==> src/rtl/sprite_mem_writer_pkg.sv <==
// Shared definitions for the sprite memory blocks.
// Holds the load-engine state encoding, default sprite geometry and the
// 12-bit RGB field layout used by the writer, the sprite memory and printRGB.
package sprite_mem_writer_pkg;

    // Load engine states
    typedef enum logic [1:0] {
        StIdle  = 2'd0,
        StWrite = 2'd1,
        StDone  = 2'd2
    } state_e;

    // Default sprite geometry: three 20x20 sprites
    localparam int unsigned DefNumElements = 3;
    localparam int unsigned DefSpriteWords = 400;

    // RGB word layout, 4 bits per channel
    localparam int unsigned RgbRedMsb   = 11;
    localparam int unsigned RgbRedLsb   = 8;
    localparam int unsigned RgbGreenMsb = 7;
    localparam int unsigned RgbGreenLsb = 4;
    localparam int unsigned RgbBlueMsb  = 3;
    localparam int unsigned RgbBlueLsb  = 0;

    // Assemble an RGB word from its three 4-bit channels
    function automatic logic [11:0] rgb_pack(input logic [3:0] r, input logic [3:0] g,
                                             input logic [3:0] b);
        return {r, g, b};
    endfunction

endpackage

==> src/rtl/sprite_mem_writer_cmd_check.sv <==
// Combinational validator for sprite load commands.
// Ports:
//   element_i - target sprite index
//   base_i    - first word address inside the sprite
//   len_i     - number of words to write
//   valid_o   - 1 when the command is in range and non-empty
module sprite_cmd_check
    import sprite_mem_writer_pkg::*;
#(
    parameter int unsigned NUM_ELEMENTS = DefNumElements,
    parameter int unsigned SPRITE_WORDS = DefSpriteWords,
    parameter int unsigned ELEM_W       = 3,
    parameter int unsigned ADDR_W       = 10
) (
    input  logic [ELEM_W-1:0] element_i,
    input  logic [ADDR_W-1:0] base_i,
    input  logic [ADDR_W:0]   len_i,
    output logic              valid_o
);

    localparam logic [ELEM_W:0]   NumElems    = (ELEM_W+1)'(NUM_ELEMENTS);
    localparam logic [ADDR_W+1:0] SpriteWords = (ADDR_W+2)'(SPRITE_WORDS);

    // Two extra bits so base + len can never wrap
    logic [ADDR_W+1:0] end_addr;

    always_comb begin
        end_addr = {2'b00, base_i} + {1'b0, len_i};
        valid_o  = (len_i != '0) &&
                   ({1'b0, element_i} < NumElems) &&
                   (end_addr <= SpriteWords);
    end

endmodule

==> src/rtl/sprite_mem_writer.sv <==
// Write-side engine for the sprite memory.
// Accepts a load command (element, base, length) and a pixel stream, and issues
// single-cycle writes to the sprite memory. With BLANK_ONLY set, pixels are only
// taken while video_enable is low so a displayed sprite never tears.
// Ports:
//   clk, reset               - clock, asynchronous active-high reset
//   video_enable             - active video area flag
//   cmd_valid/ready/element/base/len - load command handshake
//   abort                    - cancel current load
//   pix_valid/ready/data     - pixel stream handshake
//   mem_write_enable/element/address/datain - sprite memory write port
//   busy, done, error        - status (done pulses, error is sticky)
module sprite_mem_writer
    import sprite_mem_writer_pkg::*;
#(
    parameter int unsigned NUM_ELEMENTS = DefNumElements,
    parameter int unsigned ELEM_W       = 3,
    parameter int unsigned ADDR_W       = 10,
    parameter int unsigned DATA_W       = 12,
    parameter int unsigned SPRITE_WORDS = DefSpriteWords,
    parameter int unsigned BLANK_ONLY   = 1
) (
    input  logic              clk,
    input  logic              reset,
    input  logic              video_enable,
    input  logic              cmd_valid,
    output logic              cmd_ready,
    input  logic [ELEM_W-1:0] cmd_element,
    input  logic [ADDR_W-1:0] cmd_base,
    input  logic [ADDR_W:0]   cmd_len,
    input  logic              abort,
    input  logic              pix_valid,
    output logic              pix_ready,
    input  logic [DATA_W-1:0] pix_data,
    output logic              mem_write_enable,
    output logic [ELEM_W-1:0] mem_element,
    output logic [ADDR_W-1:0] mem_address,
    output logic [DATA_W-1:0] mem_datain,
    output logic              busy,
    output logic              done,
    output logic              error
);

    localparam logic BlankOnly = (BLANK_ONLY != 0);

    state_e            state_q, state_d;
    logic [ADDR_W-1:0] addr_q, addr_d;
    logic [ADDR_W:0]   remaining_q, remaining_d;
    logic [ELEM_W-1:0] elem_q, elem_d;
    logic              we_q, we_d;
    logic [ELEM_W-1:0] mem_elem_q, mem_elem_d;
    logic [ADDR_W-1:0] mem_addr_q, mem_addr_d;
    logic [DATA_W-1:0] mem_data_q, mem_data_d;
    logic              done_q, done_d;
    logic              error_q, error_d;
    logic              cmd_ok;

    sprite_cmd_check #(
        .NUM_ELEMENTS (NUM_ELEMENTS),
        .SPRITE_WORDS (SPRITE_WORDS),
        .ELEM_W       (ELEM_W),
        .ADDR_W       (ADDR_W)
    ) u_cmd_check (
        .element_i (cmd_element),
        .base_i    (cmd_base),
        .len_i     (cmd_len),
        .valid_o   (cmd_ok)
    );

    always_comb begin
        state_d     = state_q;
        addr_d      = addr_q;
        remaining_d = remaining_q;
        elem_d      = elem_q;
        we_d        = 1'b0;
        mem_elem_d  = mem_elem_q;
        mem_addr_d  = mem_addr_q;
        mem_data_d  = mem_data_q;
        done_d      = 1'b0;
        error_d     = error_q;
        cmd_ready   = 1'b0;
        pix_ready   = 1'b0;

        unique case (state_q)
            StIdle: begin
                cmd_ready = 1'b1;
                if (cmd_valid) begin
                    if (cmd_ok) begin
                        error_d     = 1'b0;
                        elem_d      = cmd_element;
                        addr_d      = cmd_base;
                        remaining_d = cmd_len;
                        state_d     = StWrite;
                    end else begin
                        error_d = 1'b1;
                    end
                end
            end
            StWrite: begin
                // Abort blocks the transfer in the same cycle
                pix_ready = !abort && !(BlankOnly && video_enable);
                if (abort) begin
                    state_d = StIdle;
                end else if (pix_valid && pix_ready) begin
                    we_d        = 1'b1;
                    mem_elem_d  = elem_q;
                    mem_addr_d  = addr_q;
                    mem_data_d  = pix_data;
                    addr_d      = addr_q + ADDR_W'(1);
                    remaining_d = remaining_q - (ADDR_W+1)'(1);
                    if (remaining_q == (ADDR_W+1)'(1)) begin
                        state_d = StDone;
                    end
                end
            end
            StDone: begin
                // done is registered, so it lands one cycle after the last write
                state_d = StIdle;
                done_d  = !abort;
            end
            default: state_d = StIdle;
        endcase
    end

    always_ff @(posedge clk or posedge reset) begin
        if (reset) begin
            state_q     <= StIdle;
            addr_q      <= '0;
            remaining_q <= '0;
            elem_q      <= '0;
            we_q        <= 1'b0;
            mem_elem_q  <= '0;
            mem_addr_q  <= '0;
            mem_data_q  <= '0;
            done_q      <= 1'b0;
            error_q     <= 1'b0;
        end else begin
            state_q     <= state_d;
            addr_q      <= addr_d;
            remaining_q <= remaining_d;
            elem_q      <= elem_d;
            we_q        <= we_d;
            mem_elem_q  <= mem_elem_d;
            mem_addr_q  <= mem_addr_d;
            mem_data_q  <= mem_data_d;
            done_q      <= done_d;
            error_q     <= error_d;
        end
    end

    assign mem_write_enable = we_q;
    assign mem_element      = mem_elem_q;
    assign mem_address      = mem_addr_q;
    assign mem_datain       = mem_data_q;
    assign done             = done_q;
    assign error            = error_q;
    assign busy             = (state_q != StIdle);

endmodule

==> config.mk <==
export PLATFORM = sky130hd
export DESIGN_NAME = sprite_mem_writer
export DESIGN_NICKNAME = d
export VERILOG_FILES = /design/src/rtl/sprite_mem_writer_pkg.sv /design/src/rtl/sprite_mem_writer_cmd_check.sv /design/src/rtl/sprite_mem_writer.sv
export SDC_FILE = /design/constraint.sdc
export NUM_CORES = 1
export LEC_CHECK = 0
export CORE_AREA = 2 2 80 82
export CTS_BUF_LIST = sky130_fd_sc_hd__clkbuf_16
export DETAILED_ROUTE_END_ITERATION = 8
export DIE_AREA = 0 0 82 84
export DONT_BUFFER_PORTS = 1
export GPL_TIMING_DRIVEN = 0
export HOLD_SLACK_MARGIN = 0.15
export PLACE_DENSITY = 0.7
export SLEW_MARGIN = 10
export SYNTH_ARGS = -nofsm -noshare
export SYNTH_HDL_FRONTEND = slang
export SYNTH_SLANG_ARGS = --single-unit
export TNS_END_PERCENT = 30
==> constraint.sdc <==
create_clock -name clk -period 3.3 [get_ports clk]
set_clock_uncertainty 0.2 [all_clocks]
set_input_delay 0.66 -clock clk [delete_from_list [all_inputs] [get_ports clk]]
set_output_delay 0.66 -clock clk [all_outputs]
set_load 0.01 [all_outputs]
==> results by group <==
Place
  • Dpl cell area: 3370 um^2
  • PortBufs: 0
  • Setup WS pre-CTS: -207 ps
  • Gpl congestion: 0.898
  • Post-DP HPWL: 6240 um
  • DP Cell Count: 450

Finish
  • Area Growth Syn to Fin: 9.29%
  • Layout cells sized above 1: 9.66%
  • Fillcell total: 543
  • Utilization after layout: 58.4%
  • Final #Nets: 439
  • Final Instance Area: 3560 um^2
  • Fin cells: 460
  • Diode count: 0

Detailed routing
  • Final wirelength: 8280 um
  • Via count: 2829
  • Wire length on met3: 702 um
  • Final ANT Viol Nets: 0
  • Routed len/inst: 18.0 um
  • Top sig layer: met4
  • Drt first pass iters: 4
  • 1st-iter DRT viols: 161
  • Wire length on met2: 4010 um
  • M1 WL: 3400 um
  • DRC viols: 0
  • Vias per std cell: 6.15

Die
  • Die area: 6890 um^2
  • # IOs: 73
  • Die X: 82 um
  • Initial core utilization: 53.4%
  • Core box area: 6100 um^2
  • Row cnt: 29
  • Die H: 84 um

STA
  • Max Clock Freq: 0.319 GHz
  • Worst-Margin Slew: 593 ps
  • Period utilisation layout: 95.0%
  • RSZ-0062 raised after global routing: false
  • Tmin final: 3140 ps
  • Rel. slew slack: 60.4%
  • Setup violators final: 0
  • Hold_ws: 228 ps
  • Final Worst Setup Slack: 165 ps
  • Pins Over Slew Limit: 0
  • Final hold vios: 0

Yosys
  • Synth Instances: 372
  • Top_reg_cell synth: dfrtp_1
  • Syn_nets: 428
  • Top-area cell type share of the netlist area: 41.5%
  • Synth cell types: 65
  • Register area share after synthesis: 41.5%
  • FF+latch count, synth: 54
  • Avg Inst Size Synth: 8.76 um^2
  • Post-Syn Area: 3260 um^2
  • Async SR Flop Fraction: 100%
  • Top-count cell post-synth: nand2_1
  • Area leader, netlist: dfrtp_1
  • EDFF count, synth: 0
  • Syn. warnings: 0
  • Commonest cells post-synth: nand2_1, dfrtp_1, nor2_1
  • Leading cell types by total area after synthesis: dfrtp_1, nand2_1, ha_1, a2bb2oi_1, o21ai_0

CTS
  • CTS max path bufs: 2
  • Max H-tree Level: 2
  • Clock-pin slew on the worst setup and hold paths: 70 ps
  • Clk root buf: clkbuf_16
  • Total CTS buffers: 5
  • CTS Sinks: 54
  • CTS tree: yes
  • Worst skew pair latency: 290 ps

GRT
  • Antenna violations before repair: 0
  • Grt ovf: 0
  • GRT Total Usage: 25.3%
  • Largest net degree at the start of global routing: 37
  • First-pass GRT wire length: 13500 um
  • Vias in the first global route: 2755

Setup path
  • Worst EP required: 3270 ps
  • Crit path DAT: 3100 ps
  • Setup crit start kind: primary input
  • Crit Path Category: in2reg
  • Crit path max fanout: 10
  • Worst setup EP type: flip-flop

Power
  • VDD IR max: 0.345 mV
  • Leak: 1.62 nW
  • P per Cell Area: 587 nW/um^2

Hold path
  • Hold/Removal Path Class: in2reg

Flow run
  • Max_cap viols: 0

Status
  • Status: finished clean
-- layer usage --
layer	GRT usage (%)	vias up
met3	9.42	13
met2	39.8	106
li1	-	1367
met1	32.0	1343
met5	0	-
met4	8.03	0
-- metrics by stage --
stage	power, W	setup TNS [ps]
after floorplan	0.00139	0
after global placement	0.00149	-2740
final	0.00209	0
after global routing	0.00222	0
after detailed placement	0.00151	-2970
after CTS	0.00209	0
-- repair_timing --
item	4_1_cts	5_1_grt
setup buffers	0	2
endpoints found under the hold margin	18	0
gates resized for setup	0	1
hold buffers	1	0
endpoints found under the setup margin	0	10
-- final timing paths --
path,start,endpoint,slack (ps),cells past startpoint
max in group asynchronous,reset,mem_datain[6]$_DFFE_PP0P_,1750,3
worst min-delay path,abort,done$_DFF_PP0_,230,1
min in group asynchronous,reset,mem_element[1]$_DFFE_PP0P_,620,2
worst max register to register,state_q[1]$_DFFE_PP0P_,remaining_q[2]$_DFFE_PP0P_,400,10
worst max-delay path,cmd_base[0],addr_q[9]$_DFFE_PP0P_,160,11
worst min register to register,elem_q[1]$_DFFE_PP0P_,mem_element[1]$_DFFE_PP0P_,290,2
-- worst max-delay path, stage by stage --
cell and delay [ps]:
ha_1 220, fa_1 410, a21o_1 210, or4_4 430, a211oi_2 180, o22ai_1 140, o2bb2ai_4 180, a21oi_4 110
nor2_2 200, clkbuf_4 270, a2bb2oi_1 80
-- registers in the layout (all words and copies together), names as in the netlist --
| name | cells |
|---|---|
| remaining_q | 11 |
| elem_q | 3 |
| state_q | 2 |
| mem_address | 10 |
| error | 1 |
| addr_q | 10 |
| mem_element | 3 |
| mem_datain | 12 |
| mem_write_enable | 1 |
| done | 1 |
-- power breakdown --
group / total, W / internal, W / leakage [nW] / switching [W]
combinational: 0.000474 / 0.000225 / 0.851 / 0.000249
sequential: 0.00104 / 0.000839 / 0.696 / 0.000198
clock: 0.000580 / 0.000351 / 0.0773 / 0.000228
-- final cells by class --
cell class,instances,area (um^2),area share [%]
Multi-Input combinational cell,293,1800,50.4
Timing Repair Buffer,4,45.0,1.26
Sequential cell,54,1350,37.9
Tap cell,77,96.3,2.71
Inverter,9,33.8,0.949
Buffer,16,80.1,2.25
Clock inverter,2,33.8,0.949
Clock buffer,5,125,3.51
-- cell families after synthesis --
family,after synthesis,synth area share [%]
compound gates,94,21.6
xor+xnor,1,0.269
fa+ha+maj,14,5.61
buf+inv,25,3.42
flops,54,41.5
mux,5,1.88
simple gates,179,25.8
-- cells in the final DEF, fill, tap and decap left out, drive strengths merged, types with 11 or more instances in the layout --
cell type / netlist / final
nor3: 18 / 18
nand3: 12 / 12
nor2: 24 / 24
a21oi: 14 / 14
nand2: 92 / 92
ha: 13 / 13
clkbuf: 8 / 14
dfrtp: 54 / 54
o21ai: 23 / 23
a2bb2oi: 11 / 11
Power figures use the tool's default switching activity.
